## src/rtl/clic_pkg.sv

```systemverilog
`default_nettype none
// ============================================================================
// Module      : clic_pkg
// Description : Shared types, trigger-mode encoding and parameter helpers for
//               the CLIC gateway adapter and its per-source gateways.
// Revision    : 1.0 - initial release
// ============================================================================
package clic_pkg;

    // Widest VS id / VS priority a register-file field can carry
    localparam int MAX_VSID_W   = 8;
    localparam int MAX_VSPRIO_W = 8;

    // clicintattr.trig encoding: bit 0 = edge, bit 1 = negative polarity
    typedef enum logic [1:0] {
        POS_LEVEL = 2'b00,
        POS_EDGE  = 2'b01,
        NEG_LEVEL = 2'b10,
        NEG_EDGE  = 2'b11
    } trig_e;

    typedef struct packed {
        logic [7:0] q;
    } clicint_ctl_t;

    typedef struct packed {
        logic [1:0] mode;
        logic [1:0] trig;
        logic       shv;
    } clicint_attr_t;

    typedef struct packed {
        logic q;
    } clicint_ie_t;

    typedef struct packed {
        logic q;
        logic qe;
    } clicint_ip_t;

    typedef struct packed {
        clicint_ctl_t  ctl;
        clicint_attr_t attr;
        clicint_ie_t   ie;
        clicint_ip_t   ip;
    } clicint_reg2hw_t;

    typedef struct packed {
        logic d;
        logic de;
    } clicint_hw2reg_ip_t;

    typedef struct packed {
        clicint_hw2reg_ip_t ip;
    } clicint_hw2reg_t;

    // One source slot inside a clicintv word
    typedef struct packed {
        logic                  v;
        logic [MAX_VSID_W-1:0] vsid;
    } clicintv_field_t;

    typedef struct packed {
        clicintv_field_t [3:0] fld;
    } clicintv_reg2hw_t;

    typedef struct packed {
        logic [3:0][MAX_VSPRIO_W-1:0] prio;
    } clicvs_reg2hw_t;

    function automatic int ceildiv(input int a, input int b);
        return (a + b - 1) / b;
    endfunction

    function automatic int rounddown(input int a, input int b);
        return (a / b) * b;
    endfunction

    function automatic bit params_legal(
        input int n_source,
        input int intctlbits,
        input int vsid_w,
        input int vsprio_w,
        input int n_vsctxts,
        input int src_per_word
    );
        return (n_source >= 2)
            && (intctlbits >= 0) && (intctlbits <= 8)
            && (vsid_w >= 1) && (vsid_w <= MAX_VSID_W)
            && (vsprio_w >= 1) && (vsprio_w <= MAX_VSPRIO_W)
            && (n_vsctxts >= 4) && ((n_vsctxts % 4) == 0)
            && ((src_per_word == 1) || (src_per_word == 2) || (src_per_word == 4));
    endfunction

endpackage
`default_nettype wire

```

## src/rtl/clic_gateway.sv

```systemverilog
`default_nettype none
// ============================================================================
// Module      : clic_gateway
// Description : Per-source interrupt gateway. Applies trigger polarity,
//               latches edges into a pending bit, handles claim and software
//               clear/set, and flushes state whenever the trigger mode changes.
//               o_pend is the effective pending value for the next cycle.
// Revision    : 1.0 - initial release
// ============================================================================
module clic_gateway
    import clic_pkg::*;
(
    input  logic       clk,
    input  logic       rst,
    input  logic       i_ip,
    input  logic [1:0] i_trig,
    input  logic       i_sw_we,
    input  logic       i_sw_wd,
    input  logic       i_claim,
    output logic       o_pend
);

    trig_e w_trig;
    logic  w_pol;
    logic  w_edge_mode;
    logic  w_trig_chg;
    logic  w_set;
    logic  w_clr;
    logic  w_pend_next;

    logic       r_pol_prev;
    logic       r_pend;
    logic [1:0] r_trig;

    assign w_trig      = trig_e'(i_trig);
    assign w_pol       = i_ip ^ i_trig[1];
    assign w_edge_mode = (w_trig == POS_EDGE) || (w_trig == NEG_EDGE);
    assign w_trig_chg  = (i_trig != r_trig);

    // A new edge or a software write of 1 always beats any clear
    assign w_set = (w_pol & ~r_pol_prev) | (i_sw_we & i_sw_wd);
    assign w_clr = i_claim | (i_sw_we & ~i_sw_wd);

    // Next edge-pending state; level mode and mode changes keep it empty
    always_comb begin
        w_pend_next = 1'b0;
        if (!w_trig_chg && w_edge_mode) begin
            w_pend_next = w_set | (r_pend & ~w_clr);
        end
    end

    assign o_pend = w_edge_mode ? w_pend_next : w_pol;

    // Edge history always tracks the current polarity so held lines never fire
    always_ff @(posedge clk) begin
        if (rst) begin
            r_pend     <= 1'b0;
            r_pol_prev <= w_pol;
            r_trig     <= i_trig;
        end else begin
            r_pend     <= w_pend_next;
            r_pol_prev <= w_pol;
            r_trig     <= i_trig;
        end
    end

endmodule
`default_nettype wire

```

## src/rtl/clic_gateway_adapter.sv

```systemverilog
`default_nettype none
// ============================================================================
// Module      : clic_gateway_adapter
// Description : Registers CLIC per-source configuration, VS mapping and VS
//               priorities for the arbiter, runs one gateway per source and
//               services the core's claim handshake with pending write-back.
// Revision    : 1.0 - initial release
// ============================================================================
module clic_gateway_adapter
    import clic_pkg::*;
#(
    parameter int N_SOURCE     = 32,
    parameter int INTCTLBITS   = 8,
    parameter int VsidWidth    = 6,
    parameter int VsprioWidth  = 8,
    parameter int N_VSCTXTS    = 16,
    parameter int SRC_PER_WORD = 4
) (
    input  logic                         clk_i,
    input  logic                         rst_i,
    input  clicint_reg2hw_t              clicint_reg2hw  [N_SOURCE],
    output clicint_hw2reg_t              clicint_hw2reg  [N_SOURCE],
    input  clicintv_reg2hw_t             clicintv_reg2hw [ceildiv(N_SOURCE, SRC_PER_WORD)],
    input  clicvs_reg2hw_t               clicvs_reg2hw   [N_VSCTXTS/4],
    input  logic [N_SOURCE-1:0]          ip_i,
    input  logic                         claim_valid_i,
    input  logic [$clog2(N_SOURCE)-1:0]  claim_id_i,
    output logic                         claim_ack_o,
    output logic [7:0]                   intctl_o        [N_SOURCE],
    output logic [1:0]                   intmode_o       [N_SOURCE],
    output logic [VsidWidth-1:0]         vsid_o          [N_SOURCE],
    output logic [N_SOURCE-1:0]          intv_o,
    output logic [VsprioWidth-1:0]       vsprio_o        [N_VSCTXTS],
    output logic [N_SOURCE-1:0]          shv_o,
    output logic [N_SOURCE-1:0]          ie_o,
    output logic [N_SOURCE-1:0]          ip_o,
    output logic [N_SOURCE-1:0]          le_o
);

    localparam int         c_id_w         = $clog2(N_SOURCE);
    localparam int         c_n_intv_words = ceildiv(N_SOURCE, SRC_PER_WORD);
    localparam int         c_n_vs_words   = N_VSCTXTS / 4;
    localparam bit         c_params_ok    = params_legal(N_SOURCE, INTCTLBITS, VsidWidth,
                                                         VsprioWidth, N_VSCTXTS, SRC_PER_WORD);
    // Unimplemented clicintctl LSBs read as ones
    localparam logic [7:0] c_intctl_pad   = 8'((9'd1 << (8 - INTCTLBITS)) - 9'd1);

    if (!c_params_ok) begin : g_param_check
        $error("clic_gateway_adapter: illegal parameter combination");
    end

    logic [N_SOURCE-1:0]    w_pend;
    logic [N_SOURCE-1:0]    w_ip_next;
    logic [N_SOURCE-1:0]    w_claim_hit;
    logic [VsidWidth-1:0]   w_vsid   [N_SOURCE];
    logic [N_SOURCE-1:0]    w_intv;
    logic [VsprioWidth-1:0] w_vsprio [N_VSCTXTS];
    logic                   w_unused_cfg;

    // Per-source gateway, claim decode, VS mapping and write-back
    for (genvar i = 0; i < N_SOURCE; i++) begin : g_src
        localparam int c_word = i / SRC_PER_WORD;
        localparam int c_fld  = i % SRC_PER_WORD;

        assign w_claim_hit[i] = claim_valid_i && (claim_id_i == c_id_w'(i));
        assign w_vsid[i]      = clicintv_reg2hw[c_word].fld[c_fld].vsid[VsidWidth-1:0];
        assign w_intv[i]      = clicintv_reg2hw[c_word].fld[c_fld].v;

        clic_gateway u_gateway (
            .clk     (clk_i),
            .rst     (rst_i),
            .i_ip    (ip_i[i]),
            .i_trig  (clicint_reg2hw[i].attr.trig),
            .i_sw_we (clicint_reg2hw[i].ip.qe),
            .i_sw_wd (clicint_reg2hw[i].ip.q),
            .i_claim (w_claim_hit[i]),
            .o_pend  (w_pend[i])
        );

        // Only report a write-back when the visible pending bit actually moves
        assign clicint_hw2reg[i] = clicint_hw2reg_t'({w_ip_next[i], w_ip_next[i] != ip_o[i]});
    end

    for (genvar j = 0; j < N_VSCTXTS; j++) begin : g_vs
        assign w_vsprio[j] = clicvs_reg2hw[j / 4].prio[j % 4][VsprioWidth-1:0];
    end

    assign w_ip_next = rst_i ? '0 : w_pend;

    // Fold in register-file bits that the chosen widths/packing leave unused
    always_comb begin
        w_unused_cfg = 1'b0;
        for (int w = 0; w < c_n_intv_words; w++) begin
            w_unused_cfg = w_unused_cfg ^ (^clicintv_reg2hw[w]);
        end
        for (int k = 0; k < c_n_vs_words; k++) begin
            w_unused_cfg = w_unused_cfg ^ (^clicvs_reg2hw[k]);
        end
    end

    // Registered configuration, pending and claim acknowledge
    always_ff @(posedge clk_i) begin
        if (rst_i) begin
            claim_ack_o <= 1'b0;
            ip_o        <= '0;
            ie_o        <= '0;
            shv_o       <= '0;
            le_o        <= '0;
            intv_o      <= '0;
            for (int i = 0; i < N_SOURCE; i++) begin
                intctl_o[i]  <= c_intctl_pad;
                intmode_o[i] <= '0;
                vsid_o[i]    <= '0;
            end
            for (int j = 0; j < N_VSCTXTS; j++) begin
                vsprio_o[j] <= '0;
            end
        end else begin
            claim_ack_o <= claim_valid_i;
            ip_o        <= w_ip_next;
            intv_o      <= w_intv;
            for (int i = 0; i < N_SOURCE; i++) begin
                intctl_o[i]  <= clicint_reg2hw[i].ctl.q | c_intctl_pad;
                intmode_o[i] <= clicint_reg2hw[i].attr.mode;
                vsid_o[i]    <= w_vsid[i];
                ie_o[i]      <= clicint_reg2hw[i].ie.q;
                shv_o[i]     <= clicint_reg2hw[i].attr.shv;
                le_o[i]      <= clicint_reg2hw[i].attr.trig[0];
            end
            for (int j = 0; j < N_VSCTXTS; j++) begin
                vsprio_o[j] <= w_vsprio[j];
            end
        end
    end

endmodule
`default_nettype wire

```

## config.mk

```make
export PLATFORM = sky130hd
export DESIGN_NAME = clic_gateway_adapter
export DESIGN_NICKNAME = d
export VERILOG_FILES = /design/src/rtl/clic_pkg.sv /design/src/rtl/clic_gateway.sv /design/src/rtl/clic_gateway_adapter.sv
export SDC_FILE = /design/constraint.sdc
export NUM_CORES = 1
export LEC_CHECK = 0
export ABC_CLOCK_PERIOD_IN_PS = 1400
export BUFFER_PORTS_ARGS = -buffer_cell sky130_fd_sc_hd__buf_4
export CORE_AREA = 2 2 704 706
export CTS_BUF_LIST = sky130_fd_sc_hd__clkbuf_8
export DETAILED_ROUTE_END_ITERATION = 10
export DIE_AREA = 0 0 706 708
export PLACE_DENSITY_LB_ADDON = 0.2
export SLEW_MARGIN = 15
export SYNTH_ARGS = -nofsm -noshare
export SYNTH_HDL_FRONTEND = slang
export SYNTH_SLANG_ARGS = --single-unit
export TNS_END_PERCENT = 5
```

## constraint.sdc

```tcl
create_clock -name clk_i -period 1.4 [get_ports clk_i]
set_input_delay 0.21 -clock clk_i [delete_from_list [all_inputs] [get_ports clk_i]]
set_output_delay 0.21 -clock clk_i [all_outputs]
set_load 0.01 [all_outputs]
```

; After elaboration in Yosys (flattened, before gate mapping)
; Index checks and enable logic that the tools add are counted.
[op_classes]
n_eq_ne = 159
mux = 65
bitwise_logic = 352
n_reduce_logical = 129
[op_table]
columns = op, n
row1 = 1-bit bitwise AND, 128
row2 = 1-bit NOT, 96
row3 = 1-bit OR, 96
row4 = 5-bit equality test (second input constant), 16
row5 = 2-bit by 1-bit equality test with 1-bit output (second input constant), 32
row6 = 2-bit equality test (second input constant), 32
row7 = 1-bit logical AND, 64
row8 = 1-bit 2-to-1 mux, 64
row9 = 2-bit inequality test, 32
row10 = 5-bit by 4-bit equality test with 1-bit output (second input constant), 8
row11 = 1-bit logical NOT, 32
row12 = 1-bit logical OR, 32
row13 = 32-bit 2-to-1 mux, 1
row14 = 1-bit inequality test, 32
row15 = 1-bit XOR, 32
row16 = 5-bit by 3-bit equality test with 1-bit output (second input constant), 4
row17 = 5-bit by 2-bit equality test with 1-bit output (second input constant), 2
row18 = 5-bit by 1-bit equality test with 1-bit output (second input constant), 1
row19 = 5-bit logical NOT, 1
[totals]
ff_bits = 929
inputBits = 968
out_inout_bits = 865
wordCells = 919

; Logic depth before layout (Yosys ltp)
; Gate-level depths: netlist of the first run.
[logic_depth]
word_depth = 10
mapped_depth = 5
mapped_depth_nobuf = 4

; Modules after synthesis
; A second synthesis of the first run with hierarchy kept.
[hier_totals]
cells_unflattened = 2253
area_unflattened_um2 = 27543.9
[by_module_without_submodules]
columns = module, n_inst, cells_per_inst, area_per_inst_um2, seq_area_each_um2
row1 = clic_gateway_adapter, 1, 1805, 22379.0, 16035.4
row2 = clic_gateway, 32, 14, 161.4, 80.1

; Least setup slack after synthesis of the first run
; OpenSTA, ideal clock, no wires.
[synth_path]
kind = input to output
from = input port rst_i
to = output port clicint_hw2reg[4] (netlist bit)
arrival_time_ps = 1214
required_ps = 1190
slack_ps = -24
cell_stages = 5
path_buffers = 2
cell_sequence = buf_2 buf_4 or3_1 nand2b_1 o211ai_1
[synth_rtl]
columns = item, line_no
row1 = from (decl), clic_gateway_adapter.sv:20  ; input logic rst_i,
row2 = to (decl), clic_gateway_adapter.sv:22  ; output clicint_hw2reg_t clicint_hw2reg [N_SOURCE],

==> impl_metrics.env, run 1 <==
export IMPL_placed_area_um2=50410
export IMPL_cp_start_kind="input pin"
export IMPL_coreArea_um2=492300
export IMPL_holdWs_ps=-483.4
export IMPL_crit_fanout=4
export IMPL_yosys_area_top_type="dfxtp_1"
export IMPL_irDropWorstVdd_v=0.0006663
export IMPL_swShare=0.3021
export IMPL_seq_area_um2=19510
export IMPL_hold_viol_final=65
export IMPL_final_nets=7332
export IMPL_root_buffer="clkbuf_8"
export IMPL_die_w_um=706
export IMPL_start_util=0.05530
export IMPL_switchingPower_mw=25.10
export IMPL_synth_distinct_cells=22
export IMPL_htree_levels=4
export IMPL_antenna_found_initial=259
export IMPL_p_leak_nw=33.00
export IMPL_io_buffers=1768
export IMPL_wire_per_inst_um=29.20
export IMPL_rows=258
export IMPL_final_cell_mix="dlygate4sd3_1, buf_4, nor2b_1"
export IMPL_utilization=0.1584
export IMPL_dr_total_vias=34333
export IMPL_final_common_cell="dlygate4sd3_1"
export IMPL_fmax_mhz=353.1
export IMPL_clk_latency_ps=1030
export IMPL_placed_cells=10772
export IMPL_power_frac_seq=0.350
export IMPL_skew_ps=48.74
export IMPL_avgViaCountPerCell=2.614
export IMPL_path_class="input pin to primary output"
export IMPL_die_h_um=708
export IMPL_fillCellCount=55498
export IMPL_cp_arrival_ps=2620
export IMPL_cts_tree="done"
export IMPL_worst_slack_ps=-1432
export IMPL_area_growth_pct=186.5
export IMPL_cap_violations=0
export IMPL_crit_required_ps=1190
export IMPL_violations="hold timing, setup timing"
export IMPL_async_reset_ff_frac=0
export IMPL_hp_class="input pin to flop"
export IMPL_layout_cells_non_filler=13134
export IMPL_synth_ff_type="dfxtp_1"
export IMPL_syn_nets=3313
export IMPL_drive_gt1_frac=0.4458
export IMPL_avgSynthCellArea_um2=11.61
export IMPL_drt_initial_drc_count=1234
export IMPL_ys_ff_latch=929
export IMPL_grt_max_degree=111
export IMPL_io_pins=1833
export IMPL_synthTopCellsByArea="dfxtp_1, nor2b_1, nand2b_1"
export IMPL_grt_use_total=0.1476
export IMPL_dp_hpwl_mm=335.3
export IMPL_synth_edff_count=0
export IMPL_syn_inst=2345
export IMPL_drcViolationCount=0
export IMPL_postRouteAntennaNets=0
export IMPL_p_clk_frac=0.452
export IMPL_fin_crit_ps=2832
export IMPL_setup_viol=888
export IMPL_post_route_period_util=2.023
export IMPL_fp_dieArea_um2=499800
export IMPL_ctsLongestPathBuffers=4
export IMPL_combPwrFrac=0.198
export IMPL_ys_warn_count=0
export IMPL_gp_congestion=0.9299
export IMPL_rsz0062_at_grt="true"
export IMPL_cts_sinks=929
export IMPL_overflow=0
export IMPL_yosys_area_top_type_share=0.6832
export IMPL_grt_pass1_wl_mm=463.7
export IMPL_netlist_area_um2=27220
export IMPL_tightestPinTransition_ps=811.8
export IMPL_design_area_um2=77990
export IMPL_max_slew_margin_rel=0.4577
export IMPL_multi_input_area_um2=8412
export IMPL_clk_pin_slew_ps=60
export IMPL_ys_seq_area_frac=0.6832
export IMPL_drv_slew=0
export IMPL_finalSetupTns_ps=-315510
export IMPL_status="finished, violations left"
export IMPL_first_pass_iters=4
export IMPL_p_per_area_nw_per_um2=1065
export IMPL_power_mw=83.09
export IMPL_p_int_mw=57.99
export IMPL_drt_wl_total_mm=383.5
export IMPL_cts_buffers=222
export IMPL_cp_end_kind="primary output"
export IMPL_first_global_vias=36864
-- metal layers --
| layer | vias to the layer above | wire, µm | GRT usage |
|---|---|---|---|
| met2 | 1677 | 179400 | 0.2473 |
| met3 | 625 | 35960 | 0.06106 |
| met4 | 58 | 9345 | 0.02892 |
| met1 | 16409 | 158400 | 0.1765 |
| li1 | 15564 | - | - |
| met5 | - | 369 | 0 |
-- kinds of logic (layout without fill, tap and decap cells) --
kind of cell           count (synthesis)  after routing  share of synthesized area
AND/OR/NAND/NOR                     1037           1037                     0.2338
flip-flops                           929            929                     0.6832
AO/OA/AOI/OAI                        160            160                    0.03824
buffers and inverters                155           4362                    0.02417
XOR/XNOR                              64             64                    0.02059
other                                  0             82                          0
-- registers in the layout (all words and copies together), names as in the netlist --
| register | cells |
|---|---|
| intctl_o | 256 |
| vsid_o | 192 |
| vsprio_o | 128 |
| g_src.u_gateway.r_trig | 64 |
| intmode_o | 64 |
| g_src.u_gateway.r_pend | 32 |
| g_src.u_gateway.r_pol_prev | 32 |
| ie_o | 32 |
| intv_o | 32 |
| ip_o | 32 |
| le_o | 32 |
| shv_o | 32 |
| claim_ack_o | 1 |
-- worst max-delay path, stage by stage --
cell and delay, ps:
buf_4 120, dlygate4sd3_1 610, nor2b_1 180, dlygate4sd3_1 660, and3_4 240, o21a_4 130
o211ai_1 280, buf_4 180
-- cells in the mapped netlist, types with 3 or more instances --
| cell type | number |
|---|---|
| o211ai_1 | 64 |
| xnor2_1 | 64 |
| nor2b_1 | 771 |
| inv_1 | 64 |
| a21oi_1 | 32 |
| dfxtp_1 | 929 |
| nand2b_1 | 128 |
| nand2_1 | 64 |
| and4b_1 | 3 |
| o21ai_0 | 32 |
| or3_1 | 32 |
| clkbuf_1 | 45 |
| and3_1 | 32 |
| o21a_1 | 32 |
| buf_2 | 37 |
| and4bb_2 | 3 |
| buf_4 | 8 |
-- power by group through the flow --
stage | logic [mW] | registers, mW | clock network (mW)
2_1_floorplan | 1.81 | 29.5 | 0
3_3_place_gp | 11.3 | 29.5 | 0
3_5_place_dp | 11.2 | 29.4 | 0
4_1_cts | 16.7 | 28.9 | 40.0
5_1_grt | 17.5 | 29.2 | 40.7
6_report | 16.5 | 29.1 | 37.6
-- final cells by class --
class                   count  area share
diodes                     82    0.002631
multi-input cells        1261      0.1079
clock buffers             298     0.05259
flip-flops and latches    929      0.2502
inverters                  64    0.003080
repair buffers           3886      0.4685
well taps                6500      0.1043
clock inverters           114     0.01093
-- path summary, 6_finish.rpt --
kind         slack [ps]                             startpoint  cells past startpoint                                     to
max               -1430                    clicint_reg2hw[324]                      8                     clicint_hw2reg[40]
max reg2reg         140  g_src[26].u_gateway.r_trig[1]$_DFF_P_                      5                    ip_o[26]$_SDFF_PP0_
min                -480                    clicint_reg2hw[213]                      2  g_src[18].u_gateway.r_trig[1]$_DFF_P_
min reg2reg         610  g_src[22].u_gateway.r_trig[0]$_DFF_P_                      2  g_src[22].u_gateway.r_pend$_SDFF_PP0_
-- through the flow --
stage               setup slack (ps)  hold WS [ps]
finish                         -1432        -483.4
CTS                            -1661        -719.7
global route                   -1564        -648.4
global placement               -1449         333.4
detailed placement             -1441         333.5
floorplan                     -23.65         237.7
-- repair_timing --
| item | CTS | global route |
|---|---|---|
| hold buffers | 1844 | 19 |
| setup buffers | 18 | 5 |
| pin swaps | 67 | 29 |
| resized for setup | 731 | 570 |
| endpoints found under the hold margin | 929 | 82 |
| endpoints found under the setup margin | 865 | 869 |
Note: power is estimated with default switching activity, not from simulation.
==> run 2, diff against run 1 <==
--- a/config.mk
+++ b/config.mk
@@ -5,12 +5,13 @@
 export SDC_FILE = /design/constraint.sdc
 export NUM_CORES = 1
 export LEC_CHECK = 0
+export ABC_AREA = 1
 export ABC_CLOCK_PERIOD_IN_PS = 1400
 export BUFFER_PORTS_ARGS = -buffer_cell sky130_fd_sc_hd__buf_4
-export CORE_AREA = 2 2 704 706
+export CORE_AREA = 2 2 724 726
 export CTS_BUF_LIST = sky130_fd_sc_hd__clkbuf_8
 export DETAILED_ROUTE_END_ITERATION = 10
-export DIE_AREA = 0 0 706 708
+export DIE_AREA = 0 0 726 728
 export PLACE_DENSITY_LB_ADDON = 0.2
 export SLEW_MARGIN = 15
 export SYNTH_ARGS = -nofsm -noshare
==> run 2 against run 1 <==
  * The run still ends with hold timing, setup timing left
  * Largest power group unchanged
  * Largest cell class unchanged
  * Clock power down 9.0%
  * Utilization shrank 0.52 points
  * Die area is 5.7% higher
  * Critical endpoint is now clicint_hw2reg[44]
  * Via count is 8.6% higher
  * Clock-buffer cell count is 32 lower
  * Combinational power is essentially flat
==> impl_metrics.env, run 2 <==
export IMPL_status="finished, violations left"
export IMPL_violations="hold timing, setup timing"
export IMPL_fin_crit_ps=2524
export IMPL_netlist_area_um2=28780
export IMPL_cts_buffers=211
export IMPL_clk_pin_slew_ps=60
export IMPL_yosys_top_cells_count="inv_1, dfxtp_1, nor2_1, nand2_1, nand3_1"
export IMPL_p_int_mw=55.55
export IMPL_synth_ff_type="dfxtp_1"
export IMPL_power_frac_seq=0.361
export IMPL_final_common_cell="dlygate4sd3_1"
export IMPL_crit_buf_inv=5
export IMPL_dp_hpwl_mm=310.7
export IMPL_crit_slowest_cell="dlygate4sd3_1"
export IMPL_path_class="input pin to primary output"
export IMPL_crit_fanout=4
export IMPL_area_growth_pct=176.8
export IMPL_irDropWorstVdd_v=0.0006169
export IMPL_io_pins=1833
export IMPL_drive_gt1_frac=0.3786
export IMPL_cp_start_kind="input pin"
export IMPL_rows=265
export IMPL_clk_latency_ps=1030
export IMPL_top_register="intctl_o"
export IMPL_layout_cells_non_filler=14675
export IMPL_wire_per_inst_um=24.18
export IMPL_p_leak_nw=38.12
export IMPL_cp_arrival_ps=2310
export IMPL_drt_initial_drc_count=1394
export IMPL_r2r_start="g_src[15].u_gateway.r_trig[1]$_DFF_P_"
export IMPL_reg2reg_to="g_src[15].u_gateway.r_pend$_SDFF_PP0_"
export IMPL_final_nets=8464
export IMPL_ys_warn_count=0
export IMPL_p_per_area_nw_per_um2=997.6
export IMPL_hp_class="input pin to flop"
export IMPL_first_global_vias=38730
export IMPL_grt_pass1_wl_mm=438.5
export IMPL_placed_area_um2=52070
export IMPL_gp_congestion=0.9345
export IMPL_worst_slack_ps=-1124
export IMPL_root_buffer="clkbuf_8"
export IMPL_fp_dieArea_um2=528500
export IMPL_postRouteAntennaNets=0
export IMPL_drt_wl_total_mm=354.9
export IMPL_cp_end_kind="primary output"
export IMPL_post_route_period_util=1.803
export IMPL_antenna_found_initial=202
export IMPL_synth_edff_count=0
export IMPL_synthTopCellsByArea="dfxtp_1, inv_1, nor2_1"
export IMPL_drv_slew=0
export IMPL_htree_levels=4
export IMPL_largest_registers="intctl_o: 256 flops, vsid_o: 192 flops, vsprio_o: 128 flops"
export IMPL_avgViaCountPerCell=2.540
export IMPL_cts_sinks=929
export IMPL_rsz0062_at_grt="true"
export IMPL_placed_cells=12300
export IMPL_ys_seq_area_frac=0.6462
export IMPL_first_pass_iters=5
export IMPL_tightestPinTransition_ps=674.2
export IMPL_io_buffers=1768
export IMPL_async_reset_ff_frac=0
export IMPL_swShare=0.3011
export IMPL_yosysMostFrequentCell="inv_1"
export IMPL_largest_reg_flops=256
export IMPL_die_w_um=726
export IMPL_multi_input_area_um2=6531
export IMPL_switchingPower_mw=23.93
export IMPL_crit_chain="buf_4 -> dlygate4sd3_1 -> inv_1 -> nand2_1 -> and2_1 -> dlygate4sd3_1 -> nand2_1 -> nand3_2 -> nand2_4 -> buf_6"
export IMPL_utilization=0.1532
export IMPL_p_clk_frac=0.431
export IMPL_dr_total_vias=37276
export IMPL_synth_distinct_cells=14
export IMPL_r2r_slack_ps=140
export IMPL_avgSynthCellArea_um2=8.268
export IMPL_seq_area_um2=19190
export IMPL_syn_nets=4449
export IMPL_grt_max_degree=68
export IMPL_critical_path_top_delay_family="buffers and inverters"
export IMPL_cts_tree="done"
export IMPL_hold_viol_final=65
export IMPL_combPwrFrac=0.208
export IMPL_final_cell_mix="dlygate4sd3_1, buf_4, inv_1"
export IMPL_cpPeakStageDelay_ps=620
export IMPL_hold_path_end="g_src[26].u_gateway.r_trig[1]$_DFF_P_"
export IMPL_ctsLongestPathBuffers=4
export IMPL_finalSetupTns_ps=-291670
export IMPL_fmax_mhz=396.2
export IMPL_die_h_um=728
export IMPL_syn_inst=3481
export IMPL_cap_violations=0
export IMPL_r2r_cells=8
export IMPL_ys_ff_latch=929
export IMPL_crit_required_ps=1190
export IMPL_design_area_um2=79670
export IMPL_setup_viol=898
export IMPL_overflow=0
export IMPL_skew_ps=55.12
export IMPL_start_util=0.05536
export IMPL_grt_use_total=0.1297
export IMPL_holdWs_ps=-664.3
export IMPL_max_slew_margin_rel=0.5489
export IMPL_yosys_area_top_type="dfxtp_1"
export IMPL_min_from="clicint_reg2hw[85]"
export IMPL_whs_path_depth=1
export IMPL_coreArea_um2=519900
export IMPL_fillCellCount=59676
export IMPL_yosys_area_top_type_share=0.6462
export IMPL_drcViolationCount=0
[run 2: changes by cell type after synthesis, moves of 35 or more]
cell	previous run	this run
nand3_1	0	86
nand2_1	64	430
xnor2_1	64	0
nor2_1	1	841
nand2b_1	128	0
nand2_2	0	35
buf_2	37	85
nor2b_1	771	0
o211ai_1	64	0
clkbuf_1	45	0
inv_1	64	978
[run 2: cell type report]
cell class | count | area share
Timing Repair Buffer | 3893 | 0.4626
Sequential cell | 929 | 0.2409
Tap cell | 6942 | 0.1090
Multi-Input combinational cell | 1460 | 0.08198
Inverter | 1001 | 0.04720
Clock buffer | 266 | 0.04595
Clock inverter | 118 | 0.01024
Antenna cell | 66 | 0.002073
[run 2: cells by family after synthesis]
group	share of synthesized area
simple gates	0.1963
buf+inv	0.1478
flops	0.6462
xor+xnor	0.009738
[run 2: per-stage QoR]
step                hold slack (ps)  setup slack [ps]  power [mW]
floorplan                     237.7             96.49       31.48
global placement              333.9            -797.6       40.28
detailed placement            334.5            -737.9       40.22
CTS                          -901.5             -1241       81.45
global route                 -849.3             -1231       83.85
finish                       -664.3             -1124       79.48
[run 2: routing by layer]
metal,vias up,track usage,part of all wire
met4,62,0.03104,0.028
met1,17505,0.1566,0.41
met5,-,0,0.0011
met3,482,0.05912,0.11
met2,1460,0.2086,0.45
li1,17767,-,-
[run 2: power by group through the flow]
stage          Clock, mW  Sequential, mW  Combinational (mW)
2_1_floorplan          0            29.5                1.99
3_3_place_gp           0            29.1                11.2
3_5_place_dp           0            29.1                11.1
4_1_cts             36.3            28.6                16.5
5_1_grt             37.3            28.9                17.7
6_report            34.2            28.7                16.5
[run 2: worst max path at each step]
stage | startpoint | end | slack [ps] | cells after the start
CTS | g_src[26].u_gateway.r_trig[1]$_DFF_P_ | clicint_hw2reg[10] | -1240 | 7
detailed placement | claim_id_i[1] | clicint_hw2reg[20] | -740 | 12
global placement | claim_id_i[1] | clicint_hw2reg[10] | -800 | 11
global route | g_src[26].u_gateway.r_trig[1]$_DFF_P_ | clicint_hw2reg[10] | -1230 | 7
finish | clicint_reg2hw[357] | clicint_hw2reg[44] | -1120 | 10
floorplan | rst_i | clicint_hw2reg[14] | 100 | 11
[run 2: timing repair]
item | in CTS | in global routing
cloned | 0 | 1
hold endpoints to repair | 928 | 109
setup buffers | 31 | 22
pin swaps | 53 | 98
setup endpoints to repair | 865 | 871
hold buffers | 1879 | 41
resized for setup | 710 | 554
==> run 3, diff against run 2 <==
--- a/config.mk
+++ b/config.mk
@@ -17,4 +17,4 @@
 export SYNTH_ARGS = -nofsm -noshare
 export SYNTH_HDL_FRONTEND = slang
 export SYNTH_SLANG_ARGS = --single-unit
-export TNS_END_PERCENT = 5
+export TNS_END_PERCENT = 30
==> run 3 against run 2 <==
  * The flow still finishes with violations (hold timing, setup timing)
  * Clock power is essentially flat
  * Final cell count is essentially flat
  * Utilization is essentially flat
  * Critical path depth is the same
  * Global-route usage is essentially flat
  * First-iteration DRC count shrank 0.50%
  * Setup slack gained 2.2 ps
  * Largest cell class unchanged
==> impl_metrics.env, run 3 (same netlist as run 2, synthesis figures left out) <==
export IMPL_status="finished, violations left"
export IMPL_violations="hold timing, setup timing"
export IMPL_rows=265
export IMPL_final_cell_mix="dlygate4sd3_1, buf_4, inv_1"
export IMPL_first_global_vias=38748
export IMPL_final_nets=8471
export IMPL_post_route_period_util=1.801
export IMPL_dp_hpwl_mm=310.7
export IMPL_layout_cells_non_filler=14682
export IMPL_grt_use_total=0.1297
export IMPL_fillCellCount=59686
export IMPL_drt_wl_total_mm=355.1
export IMPL_htree_levels=4
export IMPL_drv_slew=0
export IMPL_cts_sinks=929
export IMPL_grt_pass1_wl_mm=438.6
export IMPL_placed_area_um2=52070
export IMPL_die_w_um=726
export IMPL_wire_per_inst_um=24.19
export IMPL_io_pins=1833
export IMPL_max_slew_margin_rel=0.5578
export IMPL_p_per_area_nw_per_um2=998.4
export IMPL_largest_reg_flops=256
export IMPL_fmax_mhz=396.6
export IMPL_drcViolationCount=0
export IMPL_whs_path_depth=1
export IMPL_holdWs_ps=-662.6
export IMPL_tightestPinTransition_ps=660.9
export IMPL_start_util=0.05536
export IMPL_final_common_cell="dlygate4sd3_1"
export IMPL_crit_fanout=4
export IMPL_drive_gt1_frac=0.3774
export IMPL_gp_congestion=0.9345
export IMPL_rsz0062_at_grt="true"
export IMPL_largest_registers="intctl_o: 256 flops, vsid_o: 192 flops, vsprio_o: 128 flops"
export IMPL_design_area_um2=79650
export IMPL_root_buffer="clkbuf_8"
export IMPL_grt_max_degree=68
export IMPL_cts_buffers=211
export IMPL_avgViaCountPerCell=2.555
export IMPL_coreArea_um2=519900
export IMPL_utilization=0.1532
export IMPL_first_pass_iters=5
export IMPL_fin_crit_ps=2521
export IMPL_placed_cells=12300
export IMPL_ctsLongestPathBuffers=4
export IMPL_postRouteAntennaNets=0
export IMPL_overflow=0
export IMPL_top_register="intctl_o"
export IMPL_cts_tree="done"
export IMPL_skew_ps=52.79
export IMPL_cp_end_kind="primary output"
export IMPL_antenna_found_initial=203
export IMPL_setup_viol=899
export IMPL_fp_dieArea_um2=528500
export IMPL_irDropWorstVdd_v=0.0006214
export IMPL_p_leak_nw=38.14
export IMPL_io_buffers=1768
export IMPL_drt_initial_drc_count=1387
export IMPL_worst_slack_ps=-1121
export IMPL_hp_class="input pin to flop"
export IMPL_cap_violations=0
export IMPL_crit_required_ps=1190
export IMPL_power_mw=79.53
export IMPL_area_growth_pct=176.7
export IMPL_cp_arrival_ps=2310
export IMPL_clk_pin_slew_ps=60
export IMPL_dr_total_vias=37511
export IMPL_r2r_cells=5
export IMPL_hold_viol_final=63
export IMPL_cp_start_kind="input pin"
export IMPL_clk_latency_ps=1020
export IMPL_path_class="input pin to primary output"
export IMPL_die_h_um=728
==> run 3: cell types whose count changed in the layout (fill, tap and decap cells not counted), sizes merged <==
cell | previous run | this run
buf | 2010 | 2014
dlygate4sd3 | 1881 | 1884
==> run 3: final timing paths <==
path	startpoint	to	slack [ps]
worst max-delay path	clicint_reg2hw[357]	clicint_hw2reg[44]	-1120
worst min-delay path	clicint_reg2hw[85]	g_src[26].u_gateway.r_trig[1]$_DFF_P_	-660
worst max register to register	g_src[17].u_gateway.r_trig[1]$_DFF_P_	g_src[17].u_gateway.r_pend$_SDFF_PP0_	40
worst min register to register	g_src[19].u_gateway.r_trig[0]$_DFF_P_	ip_o[19]$_SDFF_PP0_	560
==> run 3: area by class of cell <==
class                      count  area, µm²  area share
clock inverter               118      815.8     0.01024
multi-input combinational   1460       6551     0.08225
clock buffer                 266       3661     0.04596
sequential                   929      19170      0.2407
inverter                    1001       3760     0.04720
tap                         6942       8686      0.1090
antenna                       66      165.2    0.002074
timing repair buffer        3900      36840      0.4626
==> run 3: worst max-delay path, stage by stage <==
cell and delay [ps]:
buf_4 110, dlygate4sd3_1 620, inv_1 70, nand2_1 70, and2_1 140, dlygate4sd3_1 590
nand2_1 160, nand3_2 120, nand2_4 100, buf_6 110
==> run 3: per-stage QoR <==
step / setup slack [ps] / setup TNS (ps)
3_3_place_gp: -797.6 / -113540
4_1_cts: -1241 / -475040
6_report: -1121 / -292550
3_5_place_dp: -737.9 / -112160
5_1_grt: -1231 / -446910
2_1_floorplan: 96.49 / 0
==> run 3: where the power goes <==
group          switching, mW  leakage [nW]  total (mW)  internal [mW]
clock network           15.5          2.55        34.3           18.8
logic                   7.70          27.7        16.5           8.83
registers              0.788          7.84        28.7           27.9
total                   24.0          38.1        79.5           55.5
==> run 3: per-layer routing <==
layer  track usage  wire, µm  vias to the layer above
li1              -         -                    17781
met1        0.1564    149000                    17681
met2        0.2088    159900                     1498
met3       0.05957     35870                      489
met4       0.03054      9944                       62
met5             0       384                        -
==> run 3: timing repair <==
action	4_1_cts	5_1_grt
pin swaps	53	103
endpoints found under the setup margin	865	871
setup buffers	33	24
gates resized for setup	810	426
gates cloned	0	1
hold buffers	1880	42
hold endpoints to repair	928	106
